===== src/rtl/regfile_wb_arbiter_pkg.sv =====
// Shared core package for the writeback path.
// Provides the default register-file geometry, the requester ids used by the
// writeback arbiter and the width of the committed-write counter.
package regfile_wb_arbiter_pkg;

  localparam int ADDR_WIDTH_DEF = 5;
  localparam int DATA_WIDTH_DEF = 32;
  localparam int WB_CNT_WIDTH   = 16;

  typedef enum logic {
    REQ_EXU = 1'b0,
    REQ_LSU = 1'b1
  } req_id_e;

  // One-hot grant vector for a requester id.
  function automatic logic [1:0] req_onehot(input req_id_e id);
    return (id == REQ_LSU) ? 2'b10 : 2'b01;
  endfunction

endpackage


===== src/rtl/regfile_wb_arbiter_rr_arb2.sv =====
// Two-way round-robin choice for the writeback arbiter.
// Ports:
//   en    - the output stage can load this cycle; no grant when low
//   valid - request valids, bit index = requester id
//   last  - requester that won the most recent completed handshake
//   grant - one-hot grant, all zero when nothing is granted
module rr_arb2
  import regfile_wb_arbiter_pkg::*;
(
  input  logic       en,
  input  logic [1:0] valid,
  input  req_id_e    last,
  output logic [1:0] grant
);

  always_comb begin
    grant = 2'b00;
    if (en) begin
      unique case (valid)
        2'b01:   grant = 2'b01;
        2'b10:   grant = 2'b10;
        // Tie goes to whoever did not win last time.
        2'b11:   grant = req_onehot((last == REQ_EXU) ? REQ_LSU : REQ_EXU);
        default: grant = 2'b00;
      endcase
    end
  end

endmodule


===== src/rtl/regfile_wb_arbiter.sv =====
// Writeback arbiter in front of a single register-file write port.
// Two requesters (0 = EXU, 1 = LSU) compete through a round-robin arbiter
// for one output stage; the stage drives the register-file write port and
// is frozen while hold is high. Writes to index 0 are accepted but dropped.
// Ports:
//   clk, rst                    - clock, synchronous active-high reset
//   reqN_valid/rd/data          - writeback request from requester N
//   reqN_ready                  - request N accepted this cycle
//   hold                        - register-file write port unavailable
//   wen, rd, dataD              - register-file write port
//   wr_count                    - committed nonzero-index writes (wraps)
module regfile_wb_arbiter
  import regfile_wb_arbiter_pkg::*;
#(
  parameter int ADDR_WIDTH = ADDR_WIDTH_DEF,
  parameter int DATA_WIDTH = DATA_WIDTH_DEF
) (
  input  logic                    clk,
  input  logic                    rst,
  input  logic                    req0_valid,
  input  logic [ADDR_WIDTH-1:0]   req0_rd,
  input  logic [DATA_WIDTH-1:0]   req0_data,
  output logic                    req0_ready,
  input  logic                    req1_valid,
  input  logic [ADDR_WIDTH-1:0]   req1_rd,
  input  logic [DATA_WIDTH-1:0]   req1_data,
  output logic                    req1_ready,
  input  logic                    hold,
  output logic                    wen,
  output logic [ADDR_WIDTH-1:0]   rd,
  output logic [DATA_WIDTH-1:0]   dataD,
  output logic [WB_CNT_WIDTH-1:0] wr_count
);

  logic                  out_valid;
  logic [ADDR_WIDTH-1:0] out_rd;
  logic [DATA_WIDTH-1:0] out_data;
  req_id_e               last_grant;

  logic       can_load;
  logic [1:0] grant;
  logic       handshake;
  logic       retire;

  // The stage can take a new entry when empty or when it drains this cycle.
  assign can_load = ~rst & (~out_valid | ~hold);

  rr_arb2 u_rr_arb2 (
    .en    (can_load),
    .valid ({req1_valid, req0_valid}),
    .last  (last_grant),
    .grant (grant)
  );

  assign req0_ready = grant[0];
  assign req1_ready = grant[1];
  assign handshake  = |grant;
  assign retire     = out_valid & ~hold;

  assign wen   = ~rst & retire & (out_rd != '0);
  assign rd    = out_rd;
  assign dataD = out_data;

  always_ff @(posedge clk) begin
    if (rst) begin
      out_valid  <= 1'b0;
      out_rd     <= '0;
      out_data   <= '0;
      last_grant <= REQ_LSU;
      wr_count   <= '0;
    end else begin
      if (handshake) begin
        out_valid  <= 1'b1;
        out_rd     <= grant[1] ? req1_rd   : req0_rd;
        out_data   <= grant[1] ? req1_data : req0_data;
        last_grant <= grant[1] ? REQ_LSU   : REQ_EXU;
      end else if (retire) begin
        out_valid <= 1'b0;
      end
      if (wen) begin
        wr_count <= wr_count + WB_CNT_WIDTH'(1);
      end
    end
  end

endmodule


===== config.mk =====
export PLATFORM = sky130hd
export DESIGN_NAME = regfile_wb_arbiter
export DESIGN_NICKNAME = d
export VERILOG_FILES = /design/src/rtl/regfile_wb_arbiter_pkg.sv /design/src/rtl/regfile_wb_arbiter_rr_arb2.sv /design/src/rtl/regfile_wb_arbiter.sv
export SDC_FILE = /design/constraint.sdc
export NUM_CORES = 1
export LEC_CHECK = 0
export ABC_AREA = 1
export BUFFER_PORTS_ARGS = -buffer_cell sky130_fd_sc_hd__clkbuf_2
export CORE_MARGIN = 2
export CORE_UTILIZATION = 26
export CTS_CLUSTER_DIAMETER = 40
export DETAILED_ROUTE_END_ITERATION = 10
export PLACE_DENSITY = 0.51
export SLEW_MARGIN = 40
export SYNTH_ARGS = -nofsm -noshare
export SYNTH_HDL_FRONTEND = slang
export SYNTH_SLANG_ARGS = --single-unit

===== constraint.sdc =====
create_clock -name clk -period 2.7 [get_ports clk]
set_input_delay 0.405 -clock clk [delete_from_list [all_inputs] [get_ports clk]]
set_output_delay 0.405 -clock clk [all_outputs]
set_load 0.01 [all_outputs]

==> impl_metrics.py, run 1 <==
metrics = {
    "outcome": {
        "status": "complete, no violations",
    },
    "synthesis": {
        "syn_nets": 498,
        "synth_seq_cells": 55,
        "synth_top_area_frac": 0.390,
        "syn_area_um2": 2830,
        "yosysTopAreaCell": "dfxtp_1",
        "synth_seq_area_share": 0.390,
        "synthCells": 418,
        "ys_warn_count": 0,
        "yosys.cell_types.count": 31,
        "synth.avg_cell_area_um2": 6.76,
        "synthTopCellsByArea": "dfxtp_1 (39%), nand2_1 (28%), a21oi_2 (6.2%)",
    },
    "critical_path": {
        "crit_arrival_ns": 1.48,
        "endpoint": "wen",
        "critPathMaxStageDelay_ns": 0.21,
        "crit_path_start_kind": "input pin",
        "startpoint": "rst",
        "end_kind": "primary output",
        "r2r_start": "last_grant$_SDFFE_PP1P_",
        "rrSetupSlack_ns": 0.99,
        "crit_chain": "clkbuf_2 -> buf_4 -> nor3b_2 -> nand2_2 -> inv_2 -> clkbuf_2",
        "cp_slowest_cell": "buf_4",
        "required_ns": 2.30,
        "timing_worst_setup_path_type": "in -> out",
        "path_max_fanout": 12,
        "r2r_cells": 8,
        "critPathMostFrequentCell": "clkbuf_2",
        "timing.rr.end": "dataD[18]$_SDFFE_PP0P_",
    },
    "drt": {
        "ant_nets": 0,
        "vias": 2921,
        "wl_per_cell_um": 11.4,
        "avgViaCountPerCell": 4.28,
        "drc_errors": 0,
        "routed_wl_um": 7770,
        "firstDrtPassIters": 4,
        "drtIter0Drc": 93,
    },
    "global_routing": {
        "met3_usage": 0.0271,
        "gr-total-overflow": 0,
        "globalRouteTotalUtil": 0.138,
        "grt_pass1_vias": 2896,
        "antenna_found_initial": 0,
        "grt_pass1_wl_um": 13100,
        "grt-busiest-layer": "met2",
        "use_met1": 0.176,
        "met2_usage": 0.239,
        "grt_max_degree": 39,
    },
    "final_layout": {
        "final_common_cell": "nand2_1",
        "most-common-layout-cells": "nand2_1 (214), clkbuf_2 (134), dfxtp_1 (55), nor2_1 (29), a21oi_1 (27)",
        "n_antenna_cell": 0,
        "syn2layout_area_growth_pct": 29.8,
        "final_nets": 622,
        "final_cells": 682,
        "final_cell_area_um2": 3670,
        "drive_gt1_frac": 0.351,
    },
    "flow_run": {
        "drv_cap": 0,
    },
    "floorplanning": {
        "start_util": 0.264,
        "fp.coreArea_um2": 10700,
        "die_width_um": 108,
        "ioPinCount": 135,
        "die_y_um": 108,
        "num_rows": 38,
        "die_area_um2": 11700,
    },
    "clock_network": {
        "post-cts-setup-buffers": 0,
        "cts_buffers": 5,
        "cts_resized": 0,
        "cts_sinks": 55,
        "clk_pin_slew_worst_paths_ns": 0.10,
        "cts_root_buf": "clkbuf_8",
        "htreeDepth": 2,
        "cts_tree": "built",
        "insertion_delay_ns": 0.31,
        "postCtsHoldBufs": 0,
        "clock_path_buffers": 2,
    },
    "min_path": {
        "worstHoldStart": "req0_data[10]",
        "min_path_type": "in -> reg",
    },
    "place": {
        "post-place-ws_ns": 0.719,
        "placed_area_um2": 3560,
        "hpwl_um": 5800,
        "place_congestion": 0.760,
        "place.port_buffers": 134,
        "placed_cells": 675,
    },
    "sta": {
        "hold_viol_final": 0,
        "finalSetupViolCount": 0,
        "slew_violations": 0,
        "finalWorstSetupSlack_ns": 0.814,
        "min_period_ns": 1.89,
        "tightestPinTransition_ns": 0.686,
        "holdWs_ns": 0.412,
        "grt_setup_unrepaired": "false",
        "maxSlewHeadroom": 0.542,
        "fin_crit_sh": 0.698,
        "fin_tns_setup_ns": 0,
        "clock_skew_ns": 0.00813,
        "max_freq_mhz": 530,
    },
    "power_and_ir_drop": {
        "power.density_nw_per_um2": 479,
        "p_leak_nw": 1.78,
        "ir_drop_uv": 302,
    },
}
[metrics by stage]
step | util | power (W)
2_1_floorplan | - | 0.00110
3_3_place_gp | 0.333 | 0.00123
3_5_place_dp | 0.333 | 0.00124
4_1_cts | 0.343 | 0.00179
5_1_grt | 0.343 | 0.00187
6_report | 0.343 | 0.00176
[how the worst min path moves through the flow]
stage	end	slack, ns	cells after the start
final	dataD[10]$_SDFFE_PP0P_	0.41	5
after global routing	rd[4]$_SDFFE_PP0P_	0.41	5
after CTS	rd[1]$_SDFFE_PP0P_	0.40	5
after detailed placement	dataD[19]$_SDFFE_PP0P_	0.46	2
after global placement	dataD[24]$_SDFFE_PP0P_	0.45	2
after floorplan	last_grant$_SDFFE_PP1P_	0.47	2
[state kept, by name (all words and copies together) (netlist names)]
signal	flops
dataD	32
last_grant	1
out_valid	1
rd	5
wr_count	16
[cell usage after synthesis]
cell,n
ha_1,1
o21ai_1,1
nor2_1,29
nor2_2,2
a21oi_2,20
buf_2,7
and2_1,1
clkbuf_1,4
and3b_1,1
a21oi_1,27
nor3b_2,1
nor2_4,1
a21oi_4,1
o21ai_0,2
nand2_4,1
nor3b_1,1
dfxtp_1,55
inv_1,5
buf_4,3
xor2_1,1
o21ai_2,1
nor2_8,1
nand2_2,12
buf_6,6
buf_8,1
inv_2,3
nand3_1,12
clkinv_4,1
buf_1,1
xnor2_1,2
nand2_1,214
[layout make-up]
cell class                 count  area (µm²)
multi-input combinational    332        1530
inverter                       9        38.8
tap                          140         175
timing repair buffer         139         721
sequential                    55        1100
fill                        1229        7030
clock buffer                   5        68.8
clock inverter                 2        37.5
[per-layer routing]
layer	wire, µm	vias up
li1	-	1545
met4	70	0
met5	0	-
met3	443	5
met2	3550	90
met1	3710	1281
[power by group]
part / switching, W / internal [W] / total (W)
combinational: 0.000199 / 0.000138 / 0.000337
sequential: 0.0000238 / 0.000850 / 0.000874
clock: 0.000274 / 0.000272 / 0.000545
[worst max-delay path: cells and delay by family]
family                 cells  cell delay [ns]
AND/OR/NAND/NOR            2             0.38
buffers and inverters      4             0.69
[logic make-up (layout without fill, tap and decap cells)]
kind of cell | count (synthesis) | count (layout) | share of synthesized area
compound gates | 52 | 52 | 0.124
xor+xnor | 3 | 3 | 0.00930
fa+ha+maj | 1 | 1 | 0.00443
buf+inv | 31 | 155 | 0.0700
flops | 55 | 55 | 0.390
simple gates | 276 | 276 | 0.403
Power figures use the tool's default switching activity.
==> run 2, diff against run 1 <==
==> constraint.sdc (replaced) <==
create_clock -name clk -period 1.9 [get_ports clk]
set_input_delay 0.285 -clock clk [delete_from_list [all_inputs] [get_ports clk]]
set_output_delay 0.285 -clock clk [all_outputs]
set_load 0.01 [all_outputs]
==> run 2 against run 1 <==
Combinational power grew 44%. Cell area is essentially flat. Total power is 37% higher. Sequential power increased by 42%. Hold slack got worse by 0.14 ns. Via count is 0.68% lower. Largest cell class unchanged. Largest power group unchanged.
==> impl_metrics.py, run 2 (synthesized netlist as in run 1, its figures left out) <==
metrics = {
    "clock_network": {
        "cts_resized": 0,
        "cts_buffers": 5,
        "postCtsHoldBufs": 0,
        "post-cts-setup-buffers": 0,
        "cts_tree": "built",
        "htreeDepth": 2,
        "clk_pin_slew_worst_paths_ns": 0.11,
        "cts_root_buf": "clkbuf_8",
        "cts_sinks": 55,
        "clock_path_buffers": 2,
        "insertion_delay_ns": 0.31,
    },
    "place": {
        "place.port_buffers": 134,
        "place_congestion": 0.743,
        "hpwl_um": 5820,
        "placed_cells": 675,
    },
    "final_layout": {
        "most-common-layout-cells": "nand2_1 (214), clkbuf_2 (134), dfxtp_1 (55), nor2_1 (29), a21oi_1 (27)",
        "final_cells": 683,
        "drive_gt1_frac": 0.352,
        "final_common_cell": "nand2_1",
        "final_nets": 622,
        "syn2layout_area_growth_pct": 29.8,
        "largest_register_ffs": 32,
        "n_antenna_cell": 0,
    },
    "drt": {
        "vias": 2901,
        "wl_per_cell_um": 11.7,
        "ant_nets": 0,
        "routed_wl_um": 7990,
        "avgViaCountPerCell": 4.25,
        "drtIter0Drc": 96,
        "drc_errors": 0,
        "firstDrtPassIters": 4,
    },
    "critical_path": {
        "critPathMaxStageDelay_ns": 0.41,
        "cp_slowest_cell": "dfxtp_1",
        "required_ns": 1.62,
        "r2r_cells": 8,
        "cp.depth": 5,
        "timing_worst_setup_path_type": "reg -> out",
        "timing.rr.end": "wr_count[14]$_SDFFE_PP0P_",
        "crit_chain": "nor2_1 -> nand3_1 -> nand2_2 -> inv_2 -> clkbuf_2",
        "cp_num_buf_inv": 2,
        "path_max_fanout": 11,
        "end_kind": "primary output",
        "r2r_start": "wr_count[0]$_SDFFE_PP0P_",
        "crit_family": "flip-flops",
        "crit_arrival_ns": 1.44,
        "rrSetupSlack_ns": 0.27,
        "crit_path_start_kind": "register",
    },
    "min_path": {
        "worstHoldStart": "req1_data[29]",
        "min_path_type": "in -> reg",
        "hold_depth": 5,
        "min_to": "dataD[29]$_SDFFE_PP0P_",
    },
    "sta": {
        "fin_crit_sh": 0.905,
        "slew_violations": 0,
        "fin_tns_setup_ns": 0,
        "maxSlewHeadroom": 0.588,
        "min_period_ns": 1.72,
        "max_freq_mhz": 581,
        "tightestPinTransition_ns": 0.617,
        "hold_viol_final": 0,
        "finalSetupViolCount": 0,
        "grt_setup_unrepaired": "false",
        "clock_skew_ns": 0.00807,
    },
    "floorplanning": {
        "start_util": 0.264,
        "ioPinCount": 135,
        "die_width_um": 108,
        "num_rows": 38,
        "die_area_um2": 11700,
        "die_y_um": 108,
        "fp.coreArea_um2": 10700,
    },
    "global_routing": {
        "grt_pass1_vias": 2808,
        "globalRouteTotalUtil": 0.140,
        "gr-total-overflow": 0,
        "grt_max_degree": 44,
        "grt_pass1_wl_um": 13200,
        "antenna_found_initial": 0,
    },
    "outcome": {
        "status": "complete, no violations",
    },
    "power_and_ir_drop": {
        "p_leak_nw": 1.77,
        "power.density_nw_per_um2": 658,
        "ir_drop_uv": 291,
    },
    "flow_run": {
        "drv_cap": 0,
    },
}
run 2: cell count changes in the layout (fill, tap and decap cells not counted):
| cell | previous run | this run |
|---|---|---|
| buf_12 | 1 | 2 |
| buf_4 | 4 | 3 |
| bufinv_16 | 1 | 0 |
| clkinvlp_4 | 1 | 2 |
| inv_6 | 0 | 1 |
run 2: layout make-up:
| class | instances | area [µm²] |
|---|---|---|
| fillers | 1206 | 7030 |
| multi-input cells | 332 | 1530 |
| flip-flops and latches | 55 | 1100 |
| repair buffers | 139 | 733 |
| well taps | 140 | 175 |
| clock buffers | 5 | 68.8 |
| inverters | 9 | 38.8 |
| clock inverters | 3 | 23.8 |
run 2: where the power goes:
group | switching, W | internal (W)
registers | 0.0000341 | 0.00121
logic | 0.000284 | 0.000200
clock network | 0.000420 | 0.000265
total | 0.000738 | 0.00167
run 2: worst max-delay path by stage:
| stage | start | to | slack [ns] |
|---|---|---|---|
| 2_1_floorplan | wr_count[0]$_SDFFE_PP0P_ | wr_count[12]$_SDFFE_PP0P_ | 0.47 |
| 3_5_place_dp | rst | dataD[13]$_SDFFE_PP0P_ | 0.17 |
| 5_1_grt | rd[0]$_SDFFE_PP0P_ | wen | 0.05 |
| 4_1_cts | out_valid$_SDFFE_PP0P_ | req1_ready | 0.16 |
| 6_report | rd[0]$_SDFFE_PP0P_ | wen | 0.18 |
| 3_3_place_gp | rst | dataD[9]$_SDFFE_PP0P_ | 0.20 |
run 2: through the flow:
step | hold slack (ns) | utilization | setup WS [ns] | cell area (µm²) | power (W)
6_report | 0.276 | 0.343 | 0.180 | 3670 | 0.00241
5_1_grt | 0.275 | 0.343 | 0.0465 | 3670 | 0.00256
4_1_cts | 0.259 | 0.343 | 0.163 | 3670 | 0.00246
3_5_place_dp | 0.457 | 0.334 | 0.167 | 3570 | 0.00176
3_3_place_gp | 0.454 | 0.334 | 0.196 | 3570 | 0.00176
2_1_floorplan | 0.473 | - | 0.468 | 2830 | 0.00157
run 2: metal layers:
layer	vias up	wire, µm	global-route usage
met5	-	0	0
met4	0	75	0.0330
met3	6	488	0.0271
met2	83	3590	0.236
met1	1264	3840	0.184
li1	1548	-	-
run 2: worst min-delay path, cell delays in order:
cell	delay (ns)
clkbuf_2	0.08
nand2_1	0.05
nand2_1	0.05
nand2_1	0.05
a21oi_1	0.05
==> run 3, diff against run 2 <==
--- a/config.mk
+++ b/config.mk
@@ -8,10 +8,10 @@
 export ABC_AREA = 1
 export BUFFER_PORTS_ARGS = -buffer_cell sky130_fd_sc_hd__clkbuf_2
 export CORE_MARGIN = 2
-export CORE_UTILIZATION = 26
+export CORE_UTILIZATION = 45
 export CTS_CLUSTER_DIAMETER = 40
 export DETAILED_ROUTE_END_ITERATION = 10
-export PLACE_DENSITY = 0.51
+export PLACE_DENSITY = 0.79
 export SLEW_MARGIN = 40
 export SYNTH_ARGS = -nofsm -noshare
 export SYNTH_HDL_FRONTEND = slang
==> run 3 against run 2 <==
Maximum frequency down 1.3%. Count of clock-buffer cells in the layout is 1 higher. Flip-flop and latch count unchanged. Sequential power barely moved. Critical path depth is the same. Register-to-register slack gained 0.02 ns. Hold slack improved by 0.017 ns. Critical path type unchanged.
==> impl_metrics.py, run 3 (synthesized netlist as in run 1, its figures left out) <==
metrics = {
    "floorplanning": {
        "start_util": 0.472,
        "die_area_um2": 6930,
        "die_y_um": 83.2,
        "die_width_um": 83.2,
        "fp.coreArea_um2": 5990,
        "ioPinCount": 135,
        "num_rows": 28,
    },
    "sta": {
        "finalWorstSetupSlack_ns": 0.157,
        "max_freq_mhz": 574,
        "finalSetupViolCount": 0,
        "hold_viol_final": 0,
        "maxSlewHeadroom": 0.602,
        "grt_setup_unrepaired": "false",
        "min_period_ns": 1.74,
        "fin_tns_setup_ns": 0,
        "tightestPinTransition_ns": 0.597,
        "clock_skew_ns": 0.00715,
        "slew_violations": 0,
        "fin_crit_sh": 0.917,
    },
    "global_routing": {
        "grt-busiest-layer": "met2",
        "grt_pass1_wl_um": 12000,
        "gr-total-overflow": 0,
        "met2_usage": 0.350,
        "grt_max_degree": 44,
        "globalRouteTotalUtil": 0.202,
        "antenna_found_initial": 0,
        "met3_usage": 0.0348,
        "use_met1": 0.251,
        "grt_pass1_vias": 2830,
    },
    "clock_network": {
        "htreeDepth": 2,
        "cts_root_buf": "clkbuf_8",
        "cts_resized": 0,
        "cts_sinks": 55,
        "insertion_delay_ns": 0.30,
        "cts_buffers": 5,
        "post-cts-setup-buffers": 0,
        "clk_pin_slew_worst_paths_ns": 0.09,
        "clock_path_buffers": 2,
        "cts_tree": "built",
        "postCtsHoldBufs": 0,
    },
    "final_layout": {
        "final_common_cell": "nand2_1",
        "most-common-layout-cells": "nand2_1 (214), clkbuf_2 (134), dfxtp_1 (55), nor2_1 (29), a21oi_1 (27)",
        "final_cell_area_um2": 3570,
        "n_antenna_cell": 0,
        "final_nets": 622,
        "largest_register_ffs": 32,
        "final_cells": 616,
        "fillers": 581,
        "drive_gt1_frac": 0.348,
        "syn2layout_area_growth_pct": 26.2,
    },
    "critical_path": {
        "path_max_fanout": 32,
        "timing.rr.end": "wr_count[14]$_SDFFE_PP0P_",
        "end_kind": "primary output",
        "r2r_start": "wr_count[0]$_SDFFE_PP0P_",
        "r2r_cells": 8,
        "crit_path_start_kind": "register",
        "rrSetupSlack_ns": 0.29,
        "crit_arrival_ns": 1.46,
        "required_ns": 1.62,
        "timing_worst_setup_path_type": "reg -> out",
    },
    "place": {
        "placed_cells": 610,
        "placed_area_um2": 3490,
        "post-place-ws_ns": 0.188,
        "place.port_buffers": 134,
        "hpwl_um": 5300,
        "place_congestion": 0.813,
    },
    "power_and_ir_drop": {
        "ir_drop_uv": 382,
        "p_comb_frac": 0.206,
        "switchingPower_w": 0.000656,
        "pwr-share-clk": 0.257,
        "p_int_w": 0.00166,
        "swShare": 0.284,
        "p_leak_nw": 1.77,
        "power.density_nw_per_um2": 648,
        "p_seq_frac": 0.537,
    },
    "min_path": {
        "hold_depth": 5,
        "worstHoldStart": "req1_data[26]",
        "min_to": "dataD[26]$_SDFFE_PP0P_",
        "min_path_type": "in -> reg",
    },
    "drt": {
        "routed_wl_um": 7050,
        "drtIter0Drc": 97,
        "vias": 2979,
        "ant_nets": 0,
        "drc_errors": 0,
        "wl_per_cell_um": 11.4,
        "firstDrtPassIters": 4,
        "avgViaCountPerCell": 4.84,
    },
    "flow_run": {
        "drv_cap": 0,
    },
    "outcome": {
        "status": "complete, no violations",
    },
}
[run 3: cell types whose count changed in the layout (fill, tap and decap cells not counted), sizes merged]
| cell | delta |
|---|---|
| clkinvlp | -2 |
| clkbuf | +1 |
| inv | -1 |
[run 3: metrics by stage]
step | hold slack [ns] | total power [W] | utilization
global route | 0.308 | 0.00243 | 0.595
finish | 0.293 | 0.00231 | 0.595
CTS | 0.289 | 0.00233 | 0.595
detailed placement | 0.459 | 0.00175 | 0.583
floorplan | 0.473 | 0.00157 | -
global placement | 0.454 | 0.00174 | 0.583
[run 3: worst max-delay path: stages (launching register included)]
cell and delay (ns):
dfxtp_1 0.32, nand2_1 0.12, nand2_4 0.10, nor2_8 0.23
buf_12 0.22, clkbuf_2 0.16
[run 3: power by group through the flow]
stage | clock network, W | registers [W] | logic [W]
after detailed placement | 0 | 0.00127 | 0.000482
after global placement | 0 | 0.00127 | 0.000473
after floorplan | 0 | 0.00129 | 0.000282
after CTS | 0.000609 | 0.00124 | 0.000483
after global routing | 0.000648 | 0.00125 | 0.000536
final | 0.000593 | 0.00124 | 0.000476
[run 3: how the worst max path moves through the flow]
stage / end / depth (start not counted) / slack [ns] / startpoint
3_5_place_dp: rd[0]$_SDFFE_PP0P_ / 9 / 0.19 / rst
2_1_floorplan: wr_count[12]$_SDFFE_PP0P_ / 8 / 0.47 / wr_count[0]$_SDFFE_PP0P_
4_1_cts: req1_ready / 5 / 0.13 / out_valid$_SDFFE_PP0P_
5_1_grt: wr_count[12]$_SDFFE_PP0P_ / 8 / 0.03 / wr_count[0]$_SDFFE_PP0P_
6_report: req1_ready / 5 / 0.16 / out_valid$_SDFFE_PP0P_
3_3_place_gp: dataD[25]$_SDFFE_PP0P_ / 9 / 0.25 / rst
[run 3: routing by layer]
layer  vias to the layer above  wire length [µm]
met2                       109              3330
met5                         -                 0
li1                       1545                 -
met1                      1315              3090
met3                        10               492
met4                         0               130
[run 3: area by class of cell]
type | instances | area (µm²) | share of cell area
clock buffer | 6 | 72.6 | 0.0204
timing repair buffer | 139 | 733 | 0.206
tap | 75 | 93.8 | 0.0263
sequential | 55 | 1100 | 0.309
inverter | 9 | 38.8 | 0.0109
multi-input combinational | 332 | 1530 | 0.428
